File: src/rtl/mem_line_bridge.sv
// ---------------------------------------------------------------------------
// mem_line_bridge
//
// Converts one cache-line request (read or write) into a command plus a burst
// of BEAT_BITS-wide beats on a simple external memory port, then returns a
// single-cycle completion pulse. Only one request is in flight at a time.
//
// Ports
//   clk, reset           clock (rising edge), asynchronous active-low reset
//   mem_req_*            line request; valid is sampled only in IDLE
//   mem_rsp_valid        one-cycle completion pulse
//   mem_rsp_load_data    last read line (beats land here as they arrive)
//   ext_cmd_*            command handshake: line-aligned addr, write flag, tag
//   ext_wdata_*          write beat handshake, last on the final beat
//   ext_rdata_*          read beats, always accepted
//   ext_wack_valid       write burst complete
//   proto_err            sticky: read beat outside RDATA or wack outside WACK
//
// Optional build macro MEM_LINE_BRIDGE_STATS_EN adds 64-bit counters
//   bridge_reads, bridge_writes, bridge_busy_cycles.
// ---------------------------------------------------------------------------
module mem_line_bridge #(
  parameter int ADDR_WIDTH  = 32,
  parameter int CL_LEN_BITS = 128,
  parameter int BEAT_BITS   = 32,
  parameter int TAG_WIDTH   = 2
) (
  input  logic                   clk,
  input  logic                   reset,
  input  logic                   mem_req_valid,
  input  logic [ADDR_WIDTH-1:0]  mem_req_addr,
  input  logic [CL_LEN_BITS-1:0] mem_req_store_data,
  input  logic [TAG_WIDTH-1:0]   mem_req_tag,
  input  logic [3:0]             mem_req_opcode,
  output logic                   mem_rsp_valid,
  output logic [CL_LEN_BITS-1:0] mem_rsp_load_data,
  output logic                   ext_cmd_valid,
  input  logic                   ext_cmd_ready,
  output logic [ADDR_WIDTH-1:0]  ext_cmd_addr,
  output logic                   ext_cmd_write,
  output logic [TAG_WIDTH-1:0]   ext_cmd_tag,
  output logic                   ext_wdata_valid,
  input  logic                   ext_wdata_ready,
  output logic [BEAT_BITS-1:0]   ext_wdata,
  output logic                   ext_wdata_last,
  input  logic                   ext_rdata_valid,
  input  logic [BEAT_BITS-1:0]   ext_rdata,
  input  logic                   ext_wack_valid,
  output logic                   proto_err
`ifdef MEM_LINE_BRIDGE_STATS_EN
  ,
  output logic [63:0]            bridge_reads,
  output logic [63:0]            bridge_writes,
  output logic [63:0]            bridge_busy_cycles
`endif
);

  localparam int NBEATS   = CL_LEN_BITS / BEAT_BITS;
  localparam int CNT_W    = (NBEATS > 1) ? $clog2(NBEATS) : 1;
  localparam int OFF_BITS = $clog2(CL_LEN_BITS / 8);
  localparam logic [CNT_W-1:0] LAST_BEAT = CNT_W'(NBEATS - 1);
  // Clears the byte-within-line bits so the external address is line aligned.
  localparam logic [ADDR_WIDTH-1:0] LINE_MASK =
    ~((ADDR_WIDTH'(1) << OFF_BITS) - ADDR_WIDTH'(1));

  typedef enum logic [2:0] {
    S_IDLE,
    S_CMD,
    S_WDATA,
    S_WACK,
    S_RDATA,
    S_RESP
  } state_t;

  state_t                 state_q, state_d;
  logic [CNT_W-1:0]       beat_q, beat_d;
  logic [ADDR_WIDTH-1:0]  addr_q;
  logic [TAG_WIDTH-1:0]   tag_q;
  logic                   write_q;
  logic [CL_LEN_BITS-1:0] store_q;
  logic [CL_LEN_BITS-1:0] load_q;
  logic                   err_q;
  logic                   capture;
  logic                   load_we;
  logic                   err_set;

  // Store line viewed as an array of beats for the write-beat mux.
  logic [BEAT_BITS-1:0] store_beats [NBEATS];

  for (genvar gi = 0; gi < NBEATS; gi++) begin : g_beats
    assign store_beats[gi] = store_q[gi*BEAT_BITS +: BEAT_BITS];
  end

  // -------------------------------------------------------------------------
  // Next-state and output decode
  // -------------------------------------------------------------------------
  always_comb begin
    state_d         = state_q;
    beat_d          = beat_q;
    capture         = 1'b0;
    load_we         = 1'b0;
    ext_cmd_valid   = 1'b0;
    ext_wdata_valid = 1'b0;
    ext_wdata_last  = 1'b0;
    mem_rsp_valid   = 1'b0;

    case (state_q)
      S_IDLE: begin
        if (mem_req_valid) begin
          capture = 1'b1;
          state_d = S_CMD;
        end
      end
      S_CMD: begin
        ext_cmd_valid = 1'b1;
        if (ext_cmd_ready) begin
          // Counter cleared explicitly on burst entry, never left to wrap.
          beat_d  = '0;
          state_d = write_q ? S_WDATA : S_RDATA;
        end
      end
      S_WDATA: begin
        ext_wdata_valid = 1'b1;
        ext_wdata_last  = (beat_q == LAST_BEAT);
        if (ext_wdata_ready) begin
          beat_d = beat_q + 1'b1;
          if (beat_q == LAST_BEAT) begin
            state_d = S_WACK;
          end
        end
      end
      S_WACK: begin
        if (ext_wack_valid) begin
          state_d = S_RESP;
        end
      end
      S_RDATA: begin
        if (ext_rdata_valid) begin
          load_we = 1'b1;
          beat_d  = beat_q + 1'b1;
          if (beat_q == LAST_BEAT) begin
            state_d = S_RESP;
          end
        end
      end
      S_RESP: begin
        // Requester still holds mem_req_valid here; it is deliberately ignored.
        mem_rsp_valid = 1'b1;
        state_d       = S_IDLE;
      end
      default: begin
        state_d = S_IDLE;
      end
    endcase
  end

  assign err_set = (ext_rdata_valid && (state_q != S_RDATA)) ||
                   (ext_wack_valid  && (state_q != S_WACK));

  // -------------------------------------------------------------------------
  // State and datapath registers
  // -------------------------------------------------------------------------
  always_ff @(posedge clk or negedge reset) begin
    if (!reset) begin
      state_q <= S_IDLE;
      beat_q  <= '0;
      addr_q  <= '0;
      tag_q   <= '0;
      write_q <= 1'b0;
      store_q <= '0;
      load_q  <= '0;
      err_q   <= 1'b0;
    end else begin
      state_q <= state_d;
      beat_q  <= beat_d;
      if (capture) begin
        addr_q  <= mem_req_addr & LINE_MASK;
        tag_q   <= mem_req_tag;
        write_q <= (mem_req_opcode == 4'd7);
        store_q <= mem_req_store_data;
      end
      // Beats overwrite the previous line in place, so the old line stays
      // visible until the first beat of the next read.
      for (int i = 0; i < NBEATS; i++) begin
        if (load_we && (beat_q == CNT_W'(i))) begin
          load_q[i*BEAT_BITS +: BEAT_BITS] <= ext_rdata;
        end
      end
      if (err_set) begin
        err_q <= 1'b1;
      end
    end
  end

  assign ext_cmd_addr      = addr_q;
  assign ext_cmd_write     = write_q;
  assign ext_cmd_tag       = tag_q;
  assign ext_wdata         = store_beats[beat_q];
  assign mem_rsp_load_data = load_q;
  assign proto_err         = err_q;

`ifdef MEM_LINE_BRIDGE_STATS_EN
  logic [63:0] reads_q, writes_q, busy_q;

  always_ff @(posedge clk or negedge reset) begin
    if (!reset) begin
      reads_q  <= '0;
      writes_q <= '0;
      busy_q   <= '0;
    end else begin
      if (state_q == S_RESP) begin
        if (write_q) begin
          writes_q <= writes_q + 64'd1;
        end else begin
          reads_q <= reads_q + 64'd1;
        end
      end
      if (state_q != S_IDLE) begin
        busy_q <= busy_q + 64'd1;
      end
    end
  end

  assign bridge_reads       = reads_q;
  assign bridge_writes      = writes_q;
  assign bridge_busy_cycles = busy_q;
`endif

endmodule

File: config.mk
export PLATFORM = sky130hd
export DESIGN_NAME = mem_line_bridge
export DESIGN_NICKNAME = d
export VERILOG_FILES = /design/src/rtl/mem_line_bridge.sv
export SDC_FILE = /design/constraint.sdc
export NUM_CORES = 1
export LEC_CHECK = 0
export CAP_MARGIN = 25
export CORE_UTILIZATION = 30
export CTS_CLUSTER_SIZE = 20
export DETAILED_ROUTE_END_ITERATION = 16
export PLACE_DENSITY = 0.57
export SLEW_MARGIN = 20
export SYNTH_ARGS = -nofsm -noshare
export SYNTH_HDL_FRONTEND = slang
export SYNTH_SLANG_ARGS = --single-unit
File: constraint.sdc
create_clock -name clk -period 2 [get_ports clk]
set_input_delay 0.4 -clock clk [delete_from_list [all_inputs] [get_ports clk]]
set_output_delay 0.4 -clock clk [all_outputs]
set_load 0.02 [all_outputs]
# After elaboration in Yosys (flattened, before gate mapping)
# Cells that the tools add are included.
[totals]
out_inout_bits = 200
ff_bits = 293
word_cells = 68
inputBits = 205
[op_classes]
n_reduce_logical = 12
add_sub_neg = 1
eq_ne = 18
bitwise_logic = 1
n_mux = 24
magnitude_cmp = 1
[ops]
columns = ["operator", "count"]
rows = [
  ["32-bit binary-select mux with 2-bit select", 1],
  ["32-bit 2-to-1 mux", 2],
  ["3-bit 2-to-1 mux", 8],
  ["3-bit case mux with 5 select lines", 1],
  ["2-bit inequality test, second input constant", 7],
  ["1-bit 2-to-1 mux", 8],
  ["7-bit AND reduction", 1],
  ["3-bit by 2-bit == test with 1-bit output, second input constant", 2],
  ["3-bit == test, second input constant", 2],
  ["1-bit logical AND", 6],
  ["2-bit 2-to-1 mux", 3],
  ["2-bit case mux with 3 select lines", 1],
  ["2-bit == test, second input constant", 2],
  ["4-bit by 3-bit == test with 1-bit output, second input constant", 1],
  ["4-bit AND reduction", 1],
  ["3-bit by 1-bit == test with 1-bit output, second input constant", 1],
  ["3-bit greater-or-equal comparator, second input constant", 1],
  ["3-bit zero test", 1],
  ["3-bit by 2-bit inequality test with 1-bit output, second input constant", 1],
  ["3-bit inequality test, second input constant", 1],
  ["2-bit inverter with 3-bit output", 1],
  ["3-bit nonzero test", 1],
  ["2-bit by 1-bit adder with 2-bit output, second input constant", 1],
  ["2-bit by 1-bit == test with 1-bit output, second input constant", 1],
  ["other kinds (2)", 2],
]

# Logic depth before layout (Yosys ltp)
[logic_depth]
word_depth = 4
depth_mapped = 7
ltp_nobuf = 5

# Least setup slack after synthesis
# Ideal clock, no wire load.
[synth_path]
path_kind = "reg-to-reg"
from = "reg beat_q[1]"
to = "reg load_q[10] (netlist: mem_rsp_load_data[10])"
stages_incl_launch_ff = 8
arrival_time_ns = 1.875
setup_time_ns = 0.125
path_buffers = 3
required_time_ns = 1.875
path_slack_ns = 0.000
synth_period_minus_slack_ns = 2.000
cell_sequence = "dfrtp_1 -> clkbuf_1 -> clkbuf_1 -> inv_1 -> ha_1 -> nand2_1 -> buf_2 -> mux2_2"
[synth_between]
elab_chain_cells = 2
[synth_rtl]
columns = ["item", "line", "source"]
rows = [
  ["start, declared", "76", "logic [CNT_W-1:0] beat_q, beat_d;"],
  ["start signal, assigned", "175", "beat_q <= beat_d;"],
  ["2-bit zero test", "185", "if (load_we && (beat_q == CNT_W'(i))) begin"],
  ["1-bit logical AND", "185", ""],
  ["end signal, assigned by index", "186", "load_q[i*BEAT_BITS +: BEAT_BITS] <= ext_rdata;"],
  ["end, declared", "81", "logic [CL_LEN_BITS-1:0] load_q;"],
]
# No other way between the ends.
# A chain may end at the register's enable or synchronous reset.

# Final worst setup path
[layout_path]
from = "reg beat_q[0]"
to = "out ext_wdata[10]"
[layout_between]
elab_chain_cells = 4
[layout_rtl]
columns = ["item", "line", "source"]
rows = [
  ["2-bit inverter with 3-bit output (not written as such)", "198", "assign ext_wdata = store_beats[beat_q];"],
  ["32-bit binary-select mux with 2-bit select", "198", ""],
  ["32-bit 2-to-1 mux (not written as such) (2 in a row)", "198", ""],
  ["end, declared", "44", "output logic [BEAT_BITS-1:0] ext_wdata,"],
]
# No other way between the ends. The select of a mux whose other input is x is not followed.

==> results.yml <==
outcome:
  outcome: "finished with violations"
  violations: "setup timing"
clock_tree:
  htreeDepth: 2
  cts.sinks: 293
  cts_buffers: 35
  root_buffer: "clkbuf_16"
  clkTransAtPathRegs_ns: 0.06
  cts_tree: "built"
  worstSkewPairLatency_ns: 0.53
  clockBufferDepth: 3
synth:
  synth_ff_type: "dfrtp_1"
  synth.ff_latch_count: 293
  yosysWarnings: 0
  yosysSeqAreaShare_pct: 61.6
  yosysTopAreaCellShare_pct: 61.6
  synth.cell_area_sq_mm: 0.0119
  netlist_top_cells_area: "dfrtp_1, mux2_2, mux2_1, mux4_2, buf_4"
  avgSynthCellArea_sq_um: 16.8
  yosysUniqueCellTypes: 33
  syn_inst: 706
  async_flop_share_pct: 100
  yosysTopAreaCell: "dfrtp_1"
  synth_edf_count: 0
timing:
  tightest_slew_ns: 0.568
  timing.final.max_slew_violations: 0
  setup-tns-final_ns: -9.20
  whs_ns: 0.403
  fin_ws_ns: -0.319
  max_freq_mhz: 431
  final.setup_skew_ns: 0.0136
  relSlewSlack_pct: 61.8
  finalSetupViolCount: 33
  hold_violations: 0
  rsz0062_at_grt: "yes"
  period_minus_slack_ns: 2.32
  fin_crit_sh_pct: 116
detailed_routing:
  route.detailed.drc: 0
  drtAntennaViolNets: 0
  drtIter0Drc: 230
  vias_per_cell: 4.53
  num_vias: 7757
  route.final.wire_length_mm: 33.2
  detail_route.first_pass.iterations: 4
  routedWlPerCell_microns: 19.4
worst_setup_path:
  cp_num_buf_inv: 3
  critPathArrivalTime_ns: 1.92
  worst-path-stages: 4
  startpoint_type: "register"
  worstSetupPathType: "reg -> out"
  r2r_setup_slack_ns: 0.06
  timing.rr.start: "state_q[0]"
  cp_slowest_cell: "mux4_2"
  required_ns: 1.60
  crit_top_cell: "buf_12"
  slowest_delay_ns: 0.50
  r2r_cells: 7
  crit_fanout: 10
  reg2reg_to: "ext_cmd_addr[15]"
  crit_family: "multiplexers"
  end_kind: "output pin"
  crit_chain: "buf_12, buf_12, mux4_2, buf_2"
floorplan:
  die_h_microns: 201
  start_util_pct: 30.6
  fp.dieArea_sq_mm: 0.0404
  core_sq_mm: 0.0389
  fp-row-count: 72
  ios: 405
  die_x_microns: 201
power:
  netSwitchingFraction_pct: 33.2
  p_per_area_mw_per_mm2: 1680
  peakVddDrop_mv: 0.916
  leakagePower_uw: 0.00779
  p_sw_uw: 10300
  pwr-share-seq_pct: 33.7
  p_int_uw: 20700
  power.total_uw: 31000
  combinationalPowerShare_pct: 46.3
  clockPowerShare_pct: 20.0
placed_design:
  place_hpwl_mm: 23.4
  gp_congestion: 0.734
  io_buffers: 396
  dp_slack_ns: -0.160
job:
  maxCapViolations: 0
cells_and_area:
  final_nets: 1376
  fillers: 3506
  final_common_cell: "clkdlybuf4s50_1"
  drive_above_1_share_pct: 33.0
  final_cell_mix: "clkdlybuf4s50_1, dfrtp_1, mux2_2"
  post-route-util_pct: 47.3
  syn_to_final_growth_pct: 54.9
worst_hold_path:
  hp-class: "in -> async"
global_routing:
  overflow: 0
  grt_pass1_vias: 8313
  grtUsageTotal_pct: 16.1
  grt_max_degree: 64
  antenna_found_initial: 3
  grt_pass1_wl_mm: 50.0
[worst max-delay path by stage]
stage                    from               endpoint  slack, ns
floorplan           beat_q[0]  mem_rsp_load_data[10]       0.08
global placement    beat_q[0]          ext_wdata[13]      -0.16
detailed placement  beat_q[0]           ext_wdata[6]      -0.16
CTS                 beat_q[0]          ext_wdata[13]      -0.48
global route        beat_q[0]          ext_wdata[11]      -0.40
finish              beat_q[0]          ext_wdata[10]      -0.32
[cell usage after synthesis, drive strengths merged, types with 3 or more instances]
cell type	number
mux4	32
clkbuf	6
mux2	287
nand2	5
dfrtp	293
buf	39
nor2	5
a21oi	5
ha	4
inv	3
[routing by layer]
metal	GRT usage, %	routed length (microns)	vias to the layer above
met5	0	26	-
met4	4.12	547	4
met3	7.01	3140	46
met2	26.0	15700	275
met1	19.8	13800	3927
li1	-	-	3505
[power by group through the flow]
stage                     Sequential [uW]  Combinational [uW]  Clock [uW]
after CTS                           10500               13700        6440
after global routing                10800               15200        6650
final                               10400               14400        6190
after floorplan                     12200                5490           0
after global placement              10400               13800           0
after detailed placement            10500               13900           0
[per-stage QoR]
| step | cells | cell area, sq um |
|---|---|---|
| global route | 1710 | 18400 |
| floorplan | 709 | 11900 |
| global placement | 1622 | 16900 |
| CTS | 1686 | 17900 |
| detailed placement | 1622 | 16900 |
| finish | 1711 | 18400 |
[registers in the layout, indices dropped and copies added (netlist names)]
| signal | cells |
|---|---|
| mem_rsp_load_data | 128 |
| store_q | 128 |
| ext_cmd_addr | 28 |
| state_q | 3 |
| beat_q | 2 |
| ext_cmd_tag | 2 |
| ext_cmd_write | 1 |
| proto_err | 1 |
[cells by family after synthesis]
group / synth area share (%)
fa+ha+maj: 0.421
simple gates: 1.45
xor+xnor: 0.0737
mux: 33.2
compound gates: 0.873
other cells: 0.0315
flops: 61.6
buf+inv: 2.27
[what timing repair did]
action | in CTS | in global routing
hold endpoints to repair | 41 | 0
resized for setup | 164 | 56
setup endpoints to repair | 38 | 66
setup buffers | 2 | 16
pin swaps | 0 | 2
cloned | 0 | 8
hold buffers | 1 | 0
[cell type report]
type,instances,area (sq um),share of cell area [%]
Sequential cell,293,7340,39.8
Tap cell,518,648,3.52
Antenna cell,1,2.50,0.0136
Clock buffer,56,1100,5.96
Multi-Input combinational cell,368,4350,23.6
Clock inverter,6,33.8,0.183
Timing Repair Buffer,466,4940,26.8
Inverter,3,11.3,0.0611
Power figures use the tool's default switching activity.
